`src/rtl/pipe_pkg.sv`:
```
// rtl/pipe_pkg.sv - default IF/ID field widths and the packed payload carried through the stage
package pipe_pkg;

    localparam int IMM_W   = 16;
    localparam int SHAMT_W = 5;
    localparam int REG_W   = 5;
    localparam int PC_W    = 32;

    typedef struct packed {
        logic [PC_W-1:0]    pc;
        logic [IMM_W-1:0]   imm;
        logic [SHAMT_W-1:0] shamt;
        logic [REG_W-1:0]   rt;
        logic [REG_W-1:0]   rd;
    } if_id_payload_t;

endpackage

```
`src/rtl/pipe_skid_reg.sv`:
```
// rtl/pipe_skid_reg.sv - generic two-entry (main + skid) valid/ready register with flush
module pipe_skid_reg #(
    parameter int W = 8
) (
    input  logic         clk,
    input  logic         rst,
    input  logic         flush,
    input  logic         in_valid,
    output logic         in_ready,
    input  logic [W-1:0] in_data,
    output logic         out_valid,
    input  logic         out_ready,
    output logic [W-1:0] out_data
);

    logic         main_valid;
    logic         skid_valid;
    logic [W-1:0] main_data;
    logic [W-1:0] skid_data;
    logic         accept;
    logic         drain;

    // in_ready depends only on skid state, so no combinational path from out_ready
    assign in_ready  = !skid_valid;
    assign out_valid = main_valid;
    assign out_data  = main_data;
    assign accept    = in_valid && !skid_valid;
    assign drain     = main_valid && out_ready;

    always_ff @(posedge clk) begin
        if (rst) begin
            main_valid <= 1'b0;
            skid_valid <= 1'b0;
            main_data  <= '0;
            skid_data  <= '0;
        end else if (flush) begin
            main_valid <= 1'b0;
            skid_valid <= 1'b0;
        end else if (!main_valid || drain) begin
            if (skid_valid) begin
                main_data  <= skid_data;
                main_valid <= 1'b1;
                if (accept) begin
                    skid_data <= in_data;
                end else begin
                    skid_valid <= 1'b0;
                end
            end else begin
                if (accept) begin
                    main_data <= in_data;
                end
                main_valid <= accept;
            end
        end else if (accept) begin
            skid_data  <= in_data;
            skid_valid <= 1'b1;
        end
    end

endmodule

```
`src/rtl/if_id_skid_stage.sv`:
```
// rtl/if_id_skid_stage.sv - IF/ID registered skid stage; IF_ID_STALL_CNT_EN adds a saturating stall counter
module if_id_skid_stage #(
    parameter int IMM_W   = pipe_pkg::IMM_W,
    parameter int SHAMT_W = pipe_pkg::SHAMT_W,
    parameter int REG_W   = pipe_pkg::REG_W,
`ifdef IF_ID_STALL_CNT_EN
    parameter int PC_W    = pipe_pkg::PC_W,
    parameter int CNT_W   = 16
`else
    parameter int PC_W    = pipe_pkg::PC_W
`endif
) (
    input  logic               clk,
    input  logic               rst,
    input  logic               flush,
    input  logic               in_valid,
    output logic               in_ready,
    input  logic [IMM_W-1:0]   in_imm,
    input  logic [SHAMT_W-1:0] in_shamt,
    input  logic [REG_W-1:0]   in_rt,
    input  logic [REG_W-1:0]   in_rd,
    input  logic [PC_W-1:0]    in_pc,
    output logic               out_valid,
    input  logic               out_ready,
    output logic [IMM_W-1:0]   out_imm,
    output logic [SHAMT_W-1:0] out_shamt,
    output logic [REG_W-1:0]   out_rt,
    output logic [REG_W-1:0]   out_rd,
`ifdef IF_ID_STALL_CNT_EN
    output logic [PC_W-1:0]    out_pc,
    output logic [CNT_W-1:0]   stall_cnt
`else
    output logic [PC_W-1:0]    out_pc
`endif
);

    import pipe_pkg::*;

    localparam int PAYLOAD_W = $bits(if_id_payload_t);

    if_id_payload_t payload_in;
    if_id_payload_t payload_out;

    always_comb begin
        payload_in       = '0;
        payload_in.pc    = in_pc;
        payload_in.imm   = in_imm;
        payload_in.shamt = in_shamt;
        payload_in.rt    = in_rt;
        payload_in.rd    = in_rd;
    end

    pipe_skid_reg #(
        .W(PAYLOAD_W)
    ) u_skid (
        .clk      (clk),
        .rst      (rst),
        .flush    (flush),
        .in_valid (in_valid),
        .in_ready (in_ready),
        .in_data  (payload_in),
        .out_valid(out_valid),
        .out_ready(out_ready),
        .out_data (payload_out)
    );

    assign out_pc    = payload_out.pc;
    assign out_imm   = payload_out.imm;
    assign out_shamt = payload_out.shamt;
    assign out_rt    = payload_out.rt;
    assign out_rd    = payload_out.rd;

`ifdef IF_ID_STALL_CNT_EN
    // Flush deliberately leaves the count alone; only reset clears it
    always_ff @(posedge clk) begin
        if (rst) begin
            stall_cnt <= '0;
        end else if (out_valid && !out_ready && (stall_cnt != {CNT_W{1'b1}})) begin
            stall_cnt <= stall_cnt + 1'b1;
        end
    end
`endif

endmodule

```
`config.mk`:
```
export PLATFORM = sky130hd
export DESIGN_NAME = if_id_skid_stage
export DESIGN_NICKNAME = d
export VERILOG_FILES = /design/src/rtl/pipe_pkg.sv /design/src/rtl/pipe_skid_reg.sv /design/src/rtl/if_id_skid_stage.sv
export SDC_FILE = /design/constraint.sdc
export NUM_CORES = 1
export LEC_CHECK = 0
export CAP_MARGIN = 40
export CORE_MARGIN = 2
export CORE_UTILIZATION = 47
export CTS_CLUSTER_DIAMETER = 200
export DETAILED_ROUTE_END_ITERATION = 10
export PLACE_DENSITY = 0.74
export SKIP_LAST_GASP = 1
export SYNTH_ARGS = -nofsm -noshare
export SYNTH_HDL_FRONTEND = slang
export SYNTH_SLANG_ARGS = --single-unit
```
`constraint.sdc`:
```
create_clock -name clk -period 3.5 [get_ports clk]
set_input_delay 0.7 -clock clk [delete_from_list [all_inputs] [get_ports clk]]
set_output_delay 0.7 -clock clk [all_outputs]
set_load 0.01 [all_outputs]
```
# == Word-level counts from Yosys, hierarchy flattened ==
# Index checks and enable logic that the tools add are counted.
# op_classes
bitwise,1
reduce_logical,10
muxes,10
eq_ne,1
# op_table
op,n
63-bit two-way mux,5
1-bit two-way mux,5
2-bit nonzero test,2
3-bit AND reduction,1
1-bit logical AND,2
1-bit zero test,2
2-bit by 1-bit != test with 1-bit output (second input constant),1
2-bit AND reduction,1
2-bit OR reduction,1
1-bit logical OR,1
1-bit NOT,1
# totals
ff_bits,128
out_inout_bits,65

# == Depth between registers and ports, before layout ==
# Gate-level depths: netlist (run 1).
# depth
ltp_word,5
ltp_mapped,6
depth_no_buf,3

# == Worst setup path before layout (run 1) ==
# OpenSTA, ideal clock, no wires.
# synth_timing
path_kind,input port to flip-flop
start,input rst
end,register u_skid.main_data[0] (netlist: u_skid.out_data[0])
arrival_ns,1.617
stages,4
setup_ns,0.146
n_path_buf,3
setup_slack_ns,1.737
cell_sequence,buf_2 clkbuf_1 clkbuf_1 a211oi_2
# synth_rtl
element,line_no,source
start: declaration,if_id_skid_stage.sv:14,"input logic rst,"
end signal: assignment,pipe_skid_reg.sv:41,main_data <= skid_data;
end signal: assignment,pipe_skid_reg.sv:50,main_data <= in_data;
end: declaration,pipe_skid_reg.sv:18,logic [W-1:0] main_data;
# No word-level cell between the ends.

# == Worst setup path in the final report (run 1) ==
# layout_timing
start,register u_skid.skid_valid
end,output in_ready
# layout_via
elab_chain_cells,1
# layout_rtl
element,line_no,source
start: declaration,pipe_skid_reg.sv:17,logic skid_valid;
start signal: assignment,pipe_skid_reg.sv:33,skid_valid <= 1'b0;
start signal: assignment,pipe_skid_reg.sv:38,skid_valid <= 1'b0;
start signal: assignment,pipe_skid_reg.sv:46,skid_valid <= 1'b0;
1-bit zero test,pipe_skid_reg.sv:24,assign in_ready = !skid_valid;
end: declaration,if_id_skid_stage.sv:17,"output logic in_ready,"
# No other way between the ends.

==> results of run 1 <==
==> routing by layer <==
layer | global-route usage, % | vias to the layer above
met3 | 5.97 | 13
li1 | - | 2405
met1 | 27.7 | 2408
met2 | 36.1 | 133
met4 | 6.75 | 0
met5 | 0 | -
==> power by group through the flow <==
| stage | sequential (mW) | combinational, mW | clock [mW] |
|---|---|---|---|
| 6_report | 1.55 | 0.501 | 1.74 |
| 5_1_grt | 1.56 | 0.542 | 1.84 |
| 4_1_cts | 1.55 | 0.505 | 1.76 |
| 3_5_place_dp | 1.58 | 0.501 | 0 |
| 3_3_place_gp | 1.58 | 0.485 | 0 |
| 2_1_floorplan | 1.60 | 0.250 | 0 |
==> cell usage after synthesis <==
master	count
nor4_1	64
nor2b_1	1
clkbuf_1	38
nor4b_1	1
dfxtp_1	128
inv_2	1
mux2_2	1
a211oi_1	4
buf_6	8
a211oi_2	60
mux2_1	62
nand2b_1	127
inv_1	63
buf_4	6
nor2_1	1
or3_1	1
buf_2	11
mux2i_1	63
==> per-stage QoR <==
step	instance area [um^2]	utilization, %	power (mW)	setup slack (ns)	hold slack [ns]
3_5_place_dp	7820	58.6	2.08	0.931	0.455
6_report	8410	63.0	3.79	1.19	0.463
3_3_place_gp	7780	58.3	2.07	0.889	0.451
5_1_grt	8410	63.0	3.94	1.11	0.482
4_1_cts	8410	63.0	3.82	1.16	0.464
2_1_floorplan	6480	-	1.85	1.74	0.445
==> critical path, delay by kind of cell (launching register included) <==
| kind | cells | cell delay [ns] |
|---|---|---|
| DFF | 1 | 0.68 |
| buffers and inverters | 2 | 0.52 |
==> worst paths after layout <==
kind                            slack (ns)                          endpoint  cells after the start
worst max register to register        1.47  u_skid.out_data[62]$_SDFFE_PP0P_                      4
worst max-delay path                  1.19                          in_ready                      2
worst min-delay path                  0.46  u_skid.out_data[51]$_SDFFE_PP0P_                      2
worst min register to register        0.46  u_skid.out_data[51]$_SDFFE_PP0P_                      2
==> cell families after synthesis <==
| family | after synthesis |
|---|---|
| muxes | 126 |
| buffers and inverters | 127 |
| AOI/OAI and AO/OA | 64 |
| and+or+nand+nor | 195 |
| DFF | 128 |
==> flip-flops by register name, indices dropped and copies added, names as in the netlist <==
name / cells
u_skid.out_valid: 1
u_skid.skid_data: 63
u_skid.out_data: 63
u_skid.skid_valid: 1
==> placed cells by master, fill, tap and decap left out, types with 2 or more instances in the layout <==
master	synthesis	layout
mux2_1	62	62
buf_12	0	2
clkbuf_16	0	17
clkbuf_8	0	5
nor4_1	64	64
dfxtp_1	128	127
a211oi_1	4	4
bufinv_16	0	2
clkdlybuf4s50_1	0	130
clkbuf_1	38	2
a211oi_2	60	60
buf_4	6	6
clkinv_2	0	4
mux2i_1	63	63
nand2b_1	127	127
inv_1	63	63
==> final cells by class <==
type                            instances  share of cell area [%]
Sequential cell                       128                    30.5
Timing Repair Buffer                  141                    17.0
Tap cell                              176                    2.62
Multi-Input combinational cell        385                    40.1
Inverter                               64                    2.86
Clock inverter                          6                   0.953
Clock buffer                           24                    5.97
==> results.yml, run 1 <==
logic_synthesis:
  syn_area_per_cell_um2: 10.1
  netlist_instances: 640
  synth_top_cell_by_area: "dfxtp_1"
  synth.net_count: 708
  synth_xor_area_share_pct: 0
  synth-simple-area-share_pct: 18.8
  syn_area_um2: 6480
  synth_fa_ha_area_share_pct: 0
  synth.area.top_cells: "dfxtp_1 (40%), nand2b_1 (12%), a211oi_2 (12%), mux2_1 (11%), mux2i_1 (9.7%)"
  netlist.area_leader.share_pct: 39.6
  yosys_warnings: 0
  ys_seq_elements: 128
  synth_top_family_by_area: "multiplexers"
  synth_compound_area_share_pct: 12.1
  yosysUniqueCellTypes: 18
  synthMuxAreaShare_pct: 20.7
  ys_seq_area_share_pct: 39.6
floorplan:
  initial_core_util_pct: 48.5
  core_area_um2: 13300
  die_x_um: 121
  die_area_um2: 14700
  fp.dieH_um: 121
  rows: 42
  ioPinCount: 133
route:
  drcViolationCount: 0
  firstDrtPassIters: 4
  vias: 4959
  routed_via_density: 5.37
  wl_met2_um: 7430
  dr.max_layer_used: "met4"
  final_antenna_net_count: 0
  drt-total-wl_um: 15400
  drt_iter0_markers: 394
  wl_met3_um: 846
  met1_length_um: 6930
  wl_per_cell_um: 16.6
worst_setup_path:
  end_kind: "primary output"
  slowest_stage: "dfxtp_4"
  setup.worst_path.start: "u_skid.skid_valid$_SDFFE_PP0P_"
  worstPathRequired_ns: 2.80
  start_kind: "flop"
  crit_chain: "inv_2, clkdlybuf4s50_1"
  worstSetupPathType: "flop to primary output"
  arrival_ns: 1.61
  crit_fanout: 33
  reg2reg_from: "u_skid.skid_valid$_SDFFE_PP0P_"
  slowest_delay_ns: 0.68
grt:
  grt_pass1_vias: 5082
  grt_use_total_pct: 21.8
  grt_pass1_wl_um: 25400
  overflow: 0
  grt_antenna_before_repair: 0
  grt_max_degree: 92
power_and_ir_drop:
  sw_frac_of_total_pct: 23.0
  seqPwrFrac_pct: 40.9
  combPwrFrac_pct: 13.2
  power.leakage_nw: 2.82
  intPower_mw: 2.92
  clkPwrFrac_pct: 45.8
  worst_ir_drop_vdd_v: 0.000363
  powerDensity_nw_per_um2: 451
  p_sw_uw: 871
timing:
  timing.final.crit_share_pct: 66.0
  fin_skew_ns: 0.00639
  min_period_ns: 2.31
  finalHoldViolCount: 0
  setup_viol: 0
  fmax_mhz: 433
  worst_pin_slew_ns: 0.779
  slew_violations: 0
  rsz0062_at_grt: "no"
  setup_tns_ns: 0
  relSlewSlack_pct: 48.1
layout:
  multi_input_area_um2: 3370
  fin_nets: 805
  fillers: 1101
  diodes: 0
  seq_area_um2: 2570
  drive_gt1_share_pct: 14.2
  area_growth_pct: 29.8
  stdcell_count: 924
placed_design:
  gp_congestion: 0.715
  port_buffers: 132
  hpwl_um: 9390
  place_inst: 894
clock_tree:
  cts_resized: 0
  clkTransAtPathRegs_ns: 0.06
  cts_hold_buf: 0
  cts_tree: "yes"
  cts_buffers: 17
  cts-root-buf: "clkbuf_16"
  cts_sinks: 128
  clock_path_buffers: 2
  cts_max_level: 4
  post_cts_buffers: 0
  insertion_delay_ns: 0.40
min_path:
  hp-class: "flop to flop"
  holdCritStartpoint: "u_skid.out_data[51]$_SDFFE_PP0P_"
flow_run:
  drv_cap: 0
status:
  status: "finished, final reports clean"
Power figures use the tool's default switching activity.
==> run 2: changes to the inputs <==
==> constraint.sdc (replaced) <==
create_clock -name clk -period 2.36 [get_ports clk]
set_input_delay 0.472 -clock clk [delete_from_list [all_inputs] [get_ports clk]]
set_output_delay 0.472 -clock clk [all_outputs]
set_load 0.01 [all_outputs]
==> run 2 against run 1 <==
  * Largest cell class unchanged
  * Highest routed layer unchanged
  * Flip-flop and latch count did not move
  * Clock-buffer cell count stayed put
  * Clock power rose by 34%
  * Total power is 42% higher
  * Worst hold slack got worse by 0.0026 ns
==> results.yml, run 2 (synthesis gave the netlist of run 1 again) <==
floorplan:
  fp.dieH_um: 121
  ioPinCount: 133
  initial_core_util_pct: 48.5
  die_x_um: 121
  die_area_um2: 14700
  rows: 42
  core_area_um2: 13300
power_and_ir_drop:
  powerDensity_nw_per_um2: 636
  combPwrFrac_pct: 14.0
  sw_frac_of_total_pct: 23.9
  worst_ir_drop_vdd_v: 0.000462
  seqPwrFrac_pct: 42.7
  p_sw_mw: 1.29
  power.leakage_nw: 2.86
  clkPwrFrac_pct: 43.3
  intPower_mw: 4.09
layout:
  diodes: 0
  fillers: 1123
  fin_nets: 814
  area_growth_pct: 30.6
  final_cell_mix: "clkdlybuf4s50_1 (130), nand2b_1 (127), dfxtp_1 (127), nor4_1 (64)"
  stdcell_count: 934
  final_common_cell: "clkdlybuf4s50_1"
  drive_gt1_share_pct: 15.2
worst_setup_path:
  start_kind: "flop"
  worstSetupPathType: "flop to primary output"
  crit_fanout: 35
  end_kind: "primary output"
  worstPathRequired_ns: 1.89
  arrival_ns: 1.64
route:
  drt_iter0_markers: 251
  final_antenna_net_count: 0
  wl_per_cell_um: 16.4
  drcViolationCount: 0
  vias: 4946
  firstDrtPassIters: 4
  drt-total-wl_um: 15400
  routed_via_density: 5.30
min_path:
  hp-class: "flop to flop"
grt:
  grt_antenna_before_repair: 0
  overflow: 0
  grt_pass1_wl_um: 25200
  grt_pass1_vias: 5149
  grt_use_total_pct: 21.9
  grt_max_degree: 64
timing:
  fin_skew_ns: 0.00720
  fmax_mhz: 474
  slew_violations: 0
  holdWs_ns: 0.461
  timing.final.crit_share_pct: 89.4
  min_period_ns: 2.11
  setup_tns_ns: 0
  rsz0062_at_grt: "no"
  finalHoldViolCount: 0
  relSlewSlack_pct: 62.3
  worst_pin_slew_ns: 0.565
  setup_viol: 0
clock_tree:
  cts_buffers: 17
  cts_hold_buf: 0
  cts_resized: 0
  cts_sinks: 128
  cts_tree: "yes"
  clkTransAtPathRegs_ns: 0.05
  insertion_delay_ns: 0.42
  post_cts_buffers: 0
  clock_path_buffers: 2
  cts_max_level: 4
  cts-root-buf: "clkbuf_16"
placed_design:
  hpwl_um: 10100
  gp_congestion: 0.732
  place_inst: 903
  port_buffers: 132
status:
  status: "finished, final reports clean"
flow_run:
  drv_cap: 0
-- run 2: path summary, 6_finish.rpt --
| kind | from | end | slack, ns | cells after the start |
|---|---|---|---|---|
| worst max register to register | u_skid.skid_valid$_SDFFE_PP0P_ | u_skid.out_data[33]$_SDFFE_PP0P_ | 0.45 | 4 |
| worst max-delay path | u_skid.skid_valid$_SDFFE_PP0P_ | in_ready | 0.25 | 2 |
| worst min register to register | u_skid.out_data[6]$_SDFFE_PP0P_ | u_skid.out_data[6]$_SDFFE_PP0P_ | 0.46 | 2 |
| worst min-delay path | u_skid.out_data[6]$_SDFFE_PP0P_ | u_skid.out_data[6]$_SDFFE_PP0P_ | 0.46 | 2 |
-- run 2: area by class of cell --
type / instances / area [um^2] / area share, %
clock buffers: 24 / 492 / 5.81
clock inverters: 7 / 35.0 / 0.414
inverters: 64 / 240 / 2.84
flip-flops and latches: 128 / 2570 / 30.3
well taps: 176 / 220 / 2.60
repair buffers: 150 / 1540 / 18.2
multi-input cells: 385 / 3370 / 39.8
-- run 2: per-layer routing --
layer  vias up  global-route usage (%)  wire length [um]
met5         -                       0                 0
met4         0                    8.05               214
met3        20                    7.52               914
met2       119                    36.2              7450
met1      2374                    26.4              6790
li1       2433                       -                 -
-- run 2: critical path, cell delays in order, from the launching register on --
cell	delay (ns)
dfxtp_4	0.69
inv_2	0.04
clkdlybuf4s50_1	0.48
-- run 2: stage by stage --
step | setup slack [ns] | cell area [um^2] | total power, mW | utilization, %
CTS | 0.218 | 8460 | 5.44 | 63.4
global route | 0.175 | 8460 | 5.62 | 63.4
floorplan | 0.825 | 6480 | 2.74 | -
global placement | 0.182 | 7930 | 3.08 | 59.4
detailed placement | 0.0882 | 7930 | 3.10 | 59.4
finish | 0.251 | 8460 | 5.38 | 63.4
-- run 2: power groups by stage --
stage	Clock [mW]	Sequential [mW]	Combinational [mW]
after floorplan	0	2.37	0.371
after global placement	0	2.34	0.740
after detailed placement	0	2.34	0.754
after CTS	2.38	2.30	0.760
after global routing	2.50	2.31	0.814
final	2.33	2.30	0.755
